File: src/rtl/park_pkg.sv
// Shared package for the park exit decoder: FSM state type, default slot width
// and the slot-count derivation used by every module of the block.
package park_pkg;

    localparam int unsigned SLOT_W_DEF = 32'd3;

    typedef enum logic [1:0] {
        IDLE   = 2'd0,
        DECODE = 2'd1,
        CHECK  = 2'd2,
        RESP   = 2'd3
    } park_state_e;

    function automatic int unsigned num_slots(input int unsigned slot_w);
        return 32'd1 << slot_w;
    endfunction

endpackage

File: src/rtl/park_occupancy_map.sv
// Occupancy bitmap for the lot: entry set, exit clear, entry_err and the
// registered free-slot count.
module park_occupancy_map
    import park_pkg::*;
#(
    parameter  int unsigned SLOT_W    = SLOT_W_DEF,
    localparam int unsigned NUM_SLOTS = num_slots(SLOT_W)
) (
    input  logic                 clk,
    input  logic                 rst_n,
    input  logic                 entry_valid,
    input  logic [SLOT_W-1:0]    entry_slot,
    input  logic                 clear_en,
    input  logic [SLOT_W-1:0]    clear_slot,
    output logic [NUM_SLOTS-1:0] occupied,
    output logic [SLOT_W:0]      free_count,
    output logic                 entry_err,
    output logic                 entry_ok
);

    localparam logic [SLOT_W:0] FULL_COUNT = (SLOT_W + 1)'(NUM_SLOTS);

    logic [NUM_SLOTS-1:0] occ_q, occ_d;
    logic [NUM_SLOTS-1:0] set_mask_s, clr_mask_s, avail_s;
    logic [SLOT_W:0]      free_q, free_d;
    logic                 err_q, err_d;

    function automatic logic [SLOT_W:0] popcount(input logic [NUM_SLOTS-1:0] v);
        logic [SLOT_W:0] n;
        n = '0;
        for (int unsigned i = 0; i < NUM_SLOTS; i++) begin
            n = n + {{SLOT_W{1'b0}}, v[i]};
        end
        return n;
    endfunction

    // Next bitmap: a slot being freed this edge is treated as free for a
    // simultaneous entry, so the set wins and no entry_err is raised.
    always_comb begin
        set_mask_s = '0;
        clr_mask_s = '0;
        err_d      = 1'b0;
        entry_ok   = 1'b0;
        if (clear_en) begin
            clr_mask_s[clear_slot] = 1'b1;
        end else begin
            clr_mask_s = '0;
        end
        avail_s = occ_q & ~clr_mask_s;
        if (entry_valid) begin
            if (avail_s[entry_slot]) begin
                err_d = 1'b1;
            end else begin
                set_mask_s[entry_slot] = 1'b1;
                entry_ok               = 1'b1;
            end
        end else begin
            err_d = 1'b0;
        end
        occ_d  = avail_s | set_mask_s;
        free_d = FULL_COUNT - popcount(occ_d);
    end

    // Bitmap, free count and error pulse registers.
    always_ff @(posedge clk or negedge rst_n) begin
        if (!rst_n) begin
            occ_q  <= '0;
            free_q <= FULL_COUNT;
            err_q  <= 1'b0;
        end else begin
            occ_q  <= occ_d;
            free_q <= free_d;
            err_q  <= err_d;
        end
    end

    assign occupied   = occ_q;
    assign free_count = free_q;
    assign entry_err  = err_q;

endmodule

File: src/rtl/park_exit_decoder.sv
// Parking-lot exit decoder: recovers slot = token ^ pattern, validates and frees
// it in the occupancy map. Optional exit lockout under macro PARK_FAIL_LOCK_EN.
module park_exit_decoder
    import park_pkg::*;
#(
    parameter  int unsigned SLOT_W    = SLOT_W_DEF,
    parameter  int unsigned MAX_FAILS = 32'd3,
    localparam int unsigned NUM_SLOTS = num_slots(SLOT_W)
) (
    input  logic                 clk,
    input  logic                 rst_n,
    input  logic                 exit_valid,
    output logic                 exit_ready,
    input  logic [SLOT_W-1:0]    token,
    input  logic [SLOT_W-1:0]    pattern,
    input  logic                 entry_valid,
    input  logic [SLOT_W-1:0]    entry_slot,
    output logic                 entry_err,
    output logic                 res_valid,
    input  logic                 res_ready,
    output logic [SLOT_W-1:0]    park_number,
    output logic                 res_ok,
    output logic [NUM_SLOTS-1:0] occupied,
    output logic [SLOT_W:0]      free_count,
    output logic                 locked
);

    park_state_e          state_q, state_d;
    logic [SLOT_W-1:0]    token_q, token_d, pattern_q, pattern_d;
    logic [SLOT_W-1:0]    slot_q, slot_d, park_number_q, park_number_d;
    logic                 res_valid_q, res_valid_d, res_ok_q, res_ok_d;
    logic                 exit_ready_q, exit_ready_d, locked_q, locked_d;
    logic                 clear_en_s, check_s, entry_ok_s;
    logic [NUM_SLOTS-1:0] occupied_s;

    park_occupancy_map #(.SLOT_W(SLOT_W)) u_map (
        .clk         (clk),
        .rst_n       (rst_n),
        .entry_valid (entry_valid),
        .entry_slot  (entry_slot),
        .clear_en    (clear_en_s),
        .clear_slot  (slot_q),
        .occupied    (occupied_s),
        .free_count  (free_count),
        .entry_err   (entry_err),
        .entry_ok    (entry_ok_s)
    );

    // Exit FSM next-state and result datapath.
    always_comb begin
        state_d       = state_q;
        token_d       = token_q;
        pattern_d     = pattern_q;
        slot_d        = slot_q;
        park_number_d = park_number_q;
        res_valid_d   = res_valid_q;
        res_ok_d      = res_ok_q;
        clear_en_s    = 1'b0;
        check_s       = 1'b0;
        case (state_q)
            IDLE: begin
                if (exit_valid && exit_ready_q) begin
                    token_d   = token;
                    pattern_d = pattern;
                    state_d   = DECODE;
                end else begin
                    state_d = IDLE;
                end
            end
            DECODE: begin
                slot_d  = token_q ^ pattern_q;
                state_d = CHECK;
            end
            CHECK: begin
                res_ok_d      = occupied_s[slot_q];
                park_number_d = slot_q;
                clear_en_s    = occupied_s[slot_q];
                res_valid_d   = 1'b1;
                check_s       = 1'b1;
                state_d       = RESP;
            end
            RESP: begin
                if (res_ready) begin
                    res_valid_d = 1'b0;
                    state_d     = IDLE;
                end else begin
                    state_d = RESP;
                end
            end
            default: begin
                res_valid_d = 1'b0;
                state_d     = IDLE;
            end
        endcase
    end

    assign exit_ready_d = (state_d == IDLE) && !locked_d;

`ifdef PARK_FAIL_LOCK_EN
    localparam int unsigned         FAIL_W     = $clog2(MAX_FAILS + 32'd1);
    localparam logic [FAIL_W-1:0]   FAIL_LIMIT = FAIL_W'(MAX_FAILS);

    logic [FAIL_W-1:0] fail_q, fail_d;

    // Saturating fail counter; a successful entry overrides a same-edge failure.
    always_comb begin
        fail_d = fail_q;
        if (entry_ok_s) begin
            fail_d = '0;
        end else if (check_s && !res_ok_d) begin
            if (fail_q != FAIL_LIMIT) begin
                fail_d = fail_q + 1'b1;
            end else begin
                fail_d = fail_q;
            end
        end else if (check_s) begin
            fail_d = '0;
        end else begin
            fail_d = fail_q;
        end
        locked_d = (fail_d >= FAIL_LIMIT);
    end

    // Fail counter register.
    always_ff @(posedge clk or negedge rst_n) begin
        if (!rst_n) begin
            fail_q <= '0;
        end else begin
            fail_q <= fail_d;
        end
    end
`else
    // No lockout: constant 0, with the lock-related terms still referenced.
    assign locked_d = 1'b0 & check_s & entry_ok_s & (MAX_FAILS != 32'd0);
`endif

    // FSM state and registered outputs.
    always_ff @(posedge clk or negedge rst_n) begin
        if (!rst_n) begin
            state_q       <= IDLE;
            token_q       <= '0;
            pattern_q     <= '0;
            slot_q        <= '0;
            park_number_q <= '0;
            res_valid_q   <= 1'b0;
            res_ok_q      <= 1'b0;
            exit_ready_q  <= 1'b1;
            locked_q      <= 1'b0;
        end else begin
            state_q       <= state_d;
            token_q       <= token_d;
            pattern_q     <= pattern_d;
            slot_q        <= slot_d;
            park_number_q <= park_number_d;
            res_valid_q   <= res_valid_d;
            res_ok_q      <= res_ok_d;
            exit_ready_q  <= exit_ready_d;
            locked_q      <= locked_d;
        end
    end

    assign exit_ready  = exit_ready_q;
    assign res_valid   = res_valid_q;
    assign park_number = park_number_q;
    assign res_ok      = res_ok_q;
    assign occupied    = occupied_s;
    assign locked      = locked_q;

endmodule
File: config.mk
export PLATFORM = sky130hd
export DESIGN_NAME = park_exit_decoder
export DESIGN_NICKNAME = d
export VERILOG_FILES = /design/src/rtl/park_pkg.sv /design/src/rtl/park_occupancy_map.sv /design/src/rtl/park_exit_decoder.sv
export SDC_FILE = /design/constraint.sdc
export NUM_CORES = 1
export LEC_CHECK = 0
export BUFFER_PORTS_ARGS = -buffer_cell sky130_fd_sc_hd__buf_2
export CAP_MARGIN = 5
export CELL_PAD_IN_SITES_DETAIL_PLACEMENT = 0
export CELL_PAD_IN_SITES_GLOBAL_PLACEMENT = 2
export CORE_AREA = 2 2 80 74
export CTS_CLUSTER_DIAMETER = 100
export DETAILED_ROUTE_END_ITERATION = 12
export DIE_AREA = 0 0 82 76
export GPL_TIMING_DRIVEN = 0
export PLACE_DENSITY = 0.7
export SLEW_MARGIN = 20
export SYNTH_ARGS = -nofsm -noshare
export SYNTH_HDL_FRONTEND = slang
export SYNTH_SLANG_ARGS = --single-unit
File: constraint.sdc
create_clock -name clk -period 3.55 [get_ports clk]
set_clock_uncertainty 0.1 [all_clocks]
set_input_delay 0.5325 -clock clk [delete_from_list [all_inputs] [get_ports clk]]
set_output_delay 0.5325 -clock clk [all_outputs]
set_load 0.01 [all_outputs]
* Word level (Yosys, flattened, before mapping)
Cells that the tools add are included.
Storage, ports and cells: bits in registers 30
Cells by class: muxes and demuxes 19, bitwise gates (word level) 4, order comparisons 4, reductions and logical operators 8, equality and inequality tests 4, $add $sub $neg 8
Operators by type and width (number):
- $add 4x1->4 | 6
- $mux 8 | 3
- $mux 1 | 9
- $and 8x8->8 | 1
- $lt 3x4->1 const B | 2
- $not 8->8 | 1
- $or 8x8->8 | 1
- $pmux 2 s4 | 1
- $bmux 1 s3 | 2
- $demux 1 s3 | 2
- $ge 3x1->1 const B | 2
- $eq 2x2->1 const B | 2
- $logic_not 2->1 | 2
- $reduce_and 2->1 | 2
- $sub 4x4->4 const A | 1
- $logic_and 1x1->1 | 3
- $xor 3x3->3 | 1
- $add 1x1->2 | 1
- $eq 2x1->1 const B | 1
- $mux 2 | 1
- $ne 2x2->1 const B | 1
- $pmux 1 s2 | 1
- $reduce_bool 2->1 | 1

* Logic depth before layout (Yosys ltp)
word-level depth 20, gate-level depth with buffers 15, gate-level depth less buffers 13

* By module
Synthesis repeated with hierarchy kept, for this count alone.
Unflattened totals: cells, all modules 144, area total of the unflattened synthesis 1594.0 um2
By module, submodules not included:
- park_occupancy_map | times used 1, area an instance 807.0 um2, cells each 76
- park_exit_decoder | times used 1, area an instance 787.0 um2, cells each 68

* Worst setup path after synthesis
OpenSTA, ideal clock, no wires.
kind register -> register, start reg slot_q[1], end reg u_map.free_q[3] (netlist: u_map.free_count[3]), cell stages (with the launch flop) 14, clock period less this slack 3.402 ns, path buffers 2, data arrival time 3.222 ns, slack 0.148 ns, required time 3.370 ns, cell sequence dfrtp_1 > buf_4 > and3b_1 > buf_6 > nand4_2 > nand4_2 > a41o_1 > fa_1 > inv_1 > ha_1 > fa_1 > fa_1 > ha_1 > xor2_1
Between the ends: elaborated cells on any way between the ends 24
RTL lines:
- start, declared | line park_exit_decoder.sv:30 | logic [SLOT_W-1:0] slot_q, slot_d, park_number_q, park_number_d;
- start signal, assigned | line park_exit_decoder.sv:153 | slot_q <= slot_d;
- $lt 3x4->1 (implied by the code) / $ge 3x1->1 (equally long branches) | line park_occupancy_map.sv:45 | clr_mask_s[clear_slot] = 1'b1;
- $logic_and 1x1->1 (implied by the code) | line park_occupancy_map.sv:45
- $mux 1 (implied by the code) | line park_occupancy_map.sv:45
- $demux 1 s3
- $mux 8 * | line park_occupancy_map.sv:44 | if (clear_en) begin
- $not 8->8 * | line park_occupancy_map.sv:49 | avail_s = occ_q & ~clr_mask_s;
- $and 8x8->8 * | line park_occupancy_map.sv:49
- $bmux 1 s3 | line park_occupancy_map.sv:51 | if (avail_s[entry_slot]) begin
- $mux 1 (implied by the code) | line park_occupancy_map.sv:51
- $mux 8 | line park_occupancy_map.sv:51
- $mux 8 | line park_occupancy_map.sv:50 | if (entry_valid) begin
- $or 8x8->8 * | line park_occupancy_map.sv:60 | occ_d = avail_s | set_mask_s;
- via u_map.occ_d[6] | line park_occupancy_map.sv:23 | logic [NUM_SLOTS-1:0] occ_q, occ_d;
- $add 4x1->4 * (2 in series) | line park_occupancy_map.sv:32 | n = n + {{SLOT_W{1'b0}}, v[i]};
- $sub 4x4->4 * | line park_occupancy_map.sv:61 | free_d = FULL_COUNT - popcount(occ_d);
- via u_map.free_d[3] | line park_occupancy_map.sv:25 | logic [SLOT_W:0] free_q, free_d;
- end signal, assigned | line park_occupancy_map.sv:72 | free_q <= free_d;
- end, declared | line park_occupancy_map.sv:25
Mark *: on every way through the listed nets, which the timed path passes. The rest lies on a longest branch. The select of a mux whose other input is x is not followed. A chain may end at the register's enable or synchronous reset.

* Worst setup path after layout
Ends and elaborated chain as after synthesis.

==> run metrics <==
Residual DRC=0; Final period util=96.2%; Reg clk slew, reported paths=0.06 ns; Final Cell Area=around 2000 sq um; DP Wirelength=about 2700 microns; Max Clk Rate=just under 300 MHz; hold slack=between 0.15 and 0.2 ns; leakage=approximately 0.96 nW; CORE AREA=5470 sq um; count leader, synth=dfrtp_1; worst path required time=approximately 3.7 ns; grt total ovfl=0; Crit Path Class=register to register; Hold Path Class=input port to asynchronous set/reset pin; Main synth FF type=dfrtp_1; Synth Register Bits=30; DRT antenna net count=0; Sum Neg Setup Slack=0 ns; # IOs=34; max cap viols=0; Vias=between 1000 and 1500; vias per cell=between 4 and 5; Async SR Flop Fraction=between 90% and 100%; Initial Util=around 30%; drt pass-1 iters=5; row cnt=26; Hold Fails Final Rpt=0; layout cells sized above 1=about a third; nature of the critical path endpoint=register; setup violators final=0; htree depth=2; Sink Count=30; leading cell types by count after synthesis=dfrtp_1 (28), nand2_1 (22), mux2_2 (11); Worst-Skew Late Latency=0.27 ns; syn_area_per_cell=about 11 sq um; Core Util, Final=between 30% and 40%; Final nets=215; Max clock buf depth=2; total power=a little over 2 mW; max-slew violation count=0; post-CTS setup buffer count=0; number of global-route vias before repair=around 1200; CTS tree=built; gr usage total=between 10% and 20%; Worst setup SP type=register; Warnings, synthesis=0; Setup WS pre-CTS=-0.160 ns; Yosys top cell by area=dfrtp_1; Rel. slew slack=55.6%; WL/cell=about 14 microns; slew of the pin with the lowest slew margin=between 0.6 and 0.7 ns; synth top area cells=dfrtp_1 (43%), mux2_2 (7.6%), ha_1 (6.1%), nand2_1 (5.0%), fa_1 (3.7%); CP Max Fanout=10; peak supply drop=about 0.49 mV; largest net degree at the start of global routing=31; die height=~76 microns; number of synthesized flops with an enable pin=0; initial drt markers=94; die area=between 6000 and 7000 sq um; post-synthesis sequential area ratio=about 46%; CTS root buffer=clkbuf_8; Tmin final=3.42 ns; gpl congestion=~0.81; status=complete, no violations; Cell Pwr Density=~1000 nW/um^2; Post-Route WL=3580 microns; Final Instance Count excl. Fillers=between 200 and 300; Synth-to-Final Area Change=22.0%; initial antenna violation count=0; total CTS buffers=5; unrepaired setup endpoints after global routing=false; antenna cells=0; CP Data Arrival Time=3.52 ns; placed cell count=about 250; CTS Hold Buffers Added=0; distinct cell type count after synthesis=39; Synth top area share=between 40% and 50%; mapped cell area=between 1500 and 2000 sq um; Placement Cell Area=between 1500 and 2000 sq um; synthesized netlist cell count=about 150; I/O Buffers=32; worst setup margin=about 0.13 ns; Post-Syn Nets=177; fill count=just under 600; Die Wd=~82 microns; global-route wire length before repair=between 5000 and 6000 microns
[worst max-delay path: stages (launching register included)]
cell     delay (ns)
dfrtp_1        0.38
buf_6          0.15
and3b_1        0.19
buf_6          0.14
nand4_2        0.11
nand4_4        0.12
a41o_1         0.28
fa_1           0.49
inv_1          0.05
ha_1           0.20
fa_1           0.48
fa_2           0.35
ha_2           0.18
xor2_1         0.14
[kinds of logic (layout without fill, tap and decap cells)]
logic type | Yosys count | after routing | share of synthesized area (%)
simple gates | 46 | 46 | 15.4
flops | 30 | 30 | 46.0
compound gates | 29 | 29 | 11.9
buf+inv | 17 | 56 | 5.12
mux | 14 | 14 | 9.40
fa+ha+maj | 11 | 11 | 9.79
xor+xnor | 4 | 4 | 2.14
other cells | 1 | 1 | 0.229
[cells in the final DEF (no fill, tap or decap), types with 2 or more instances in the layout]
cell / instances
buf_6: 2
buf_4: 2
inv_1: 10
dfstp_2: 2
fa_1: 2
o21ai_0: 10
nor2_1: 5
dfrtp_1: 27
a21boi_0: 2
a31oi_1: 2
a21o_1: 2
xor2_1: 2
a21oi_1: 3
nor2b_1: 2
nand3_1: 2
mux2i_1: 3
mux2_2: 11
ha_1: 7
a211oi_1: 2
a41oi_1: 2
nand2_1: 22
nand2b_1: 6
xnor2_1: 2
clkbuf_1: 2
a32o_1: 2
clkbuf_8: 6
buf_2: 33
[sequential cells by signal, summed over array words and instances (netlist names)]
register          flops
u_map.occupied        8
u_map.free_count      4
park_number           3
pattern_q             3
slot_q                3
token_q               3
state_q               2
exit_ready            1
res_ok                1
res_valid             1
u_map.entry_err       1
[worst paths after layout]
path | startpoint | endpoint | slack (ns) | depth (start not counted)
min in group clk | res_valid | res_valid | 0.37 | 2
max reg2reg | slot_q[1] | u_map.free_count[3] | 0.13 | 13
min | rst_n | res_valid | 0.19 | 1
min reg2reg | res_valid | res_valid | 0.37 | 2
max | slot_q[1] | u_map.free_count[3] | 0.13 | 13
max in group asynchronous | rst_n | state_q[0] | 2.69 | 1
[metal layers]
layer / track usage [%] / wire length [microns] / vias up / part of all wire [%]
li1: - / - / 602 / -
met1: 17.2 / 1630 / 593 / 46
met2: 17.9 / 1690 / 30 / 47
met3: 3.79 / 216 / 5 / 6.0
met4: 4.00 / 38 / 0 / 1.1
met5: 0 / 0 / - / 0
[timing repair]
item,CTS,global route
resized for setup,2,4
setup endpoints to repair,2,2
pin swaps,2,4
[where the power goes]
part           leakage [nW]  internal [mW]  switching [mW]
Clock                0.0482          0.156           0.120
Sequential            0.349          0.533           0.141
Combinational         0.561          0.508           0.558
[final cells by class]
| class | instances | area (sq um) | area share [%] |
|---|---|---|---|
| clock inverter | 1 | 5.00 | 0.251 |
| clock buffer | 7 | 86.3 | 4.32 |
| sequential | 30 | 754 | 37.8 |
| timing repair buffer | 32 | 160 | 8.02 |
| multi-input combinational | 105 | 820 | 41.0 |
| tap | 70 | 87.6 | 4.39 |
| inverter | 10 | 37.5 | 1.88 |
| buffer | 6 | 46.3 | 2.32 |
Power figures use the tool's default switching activity.
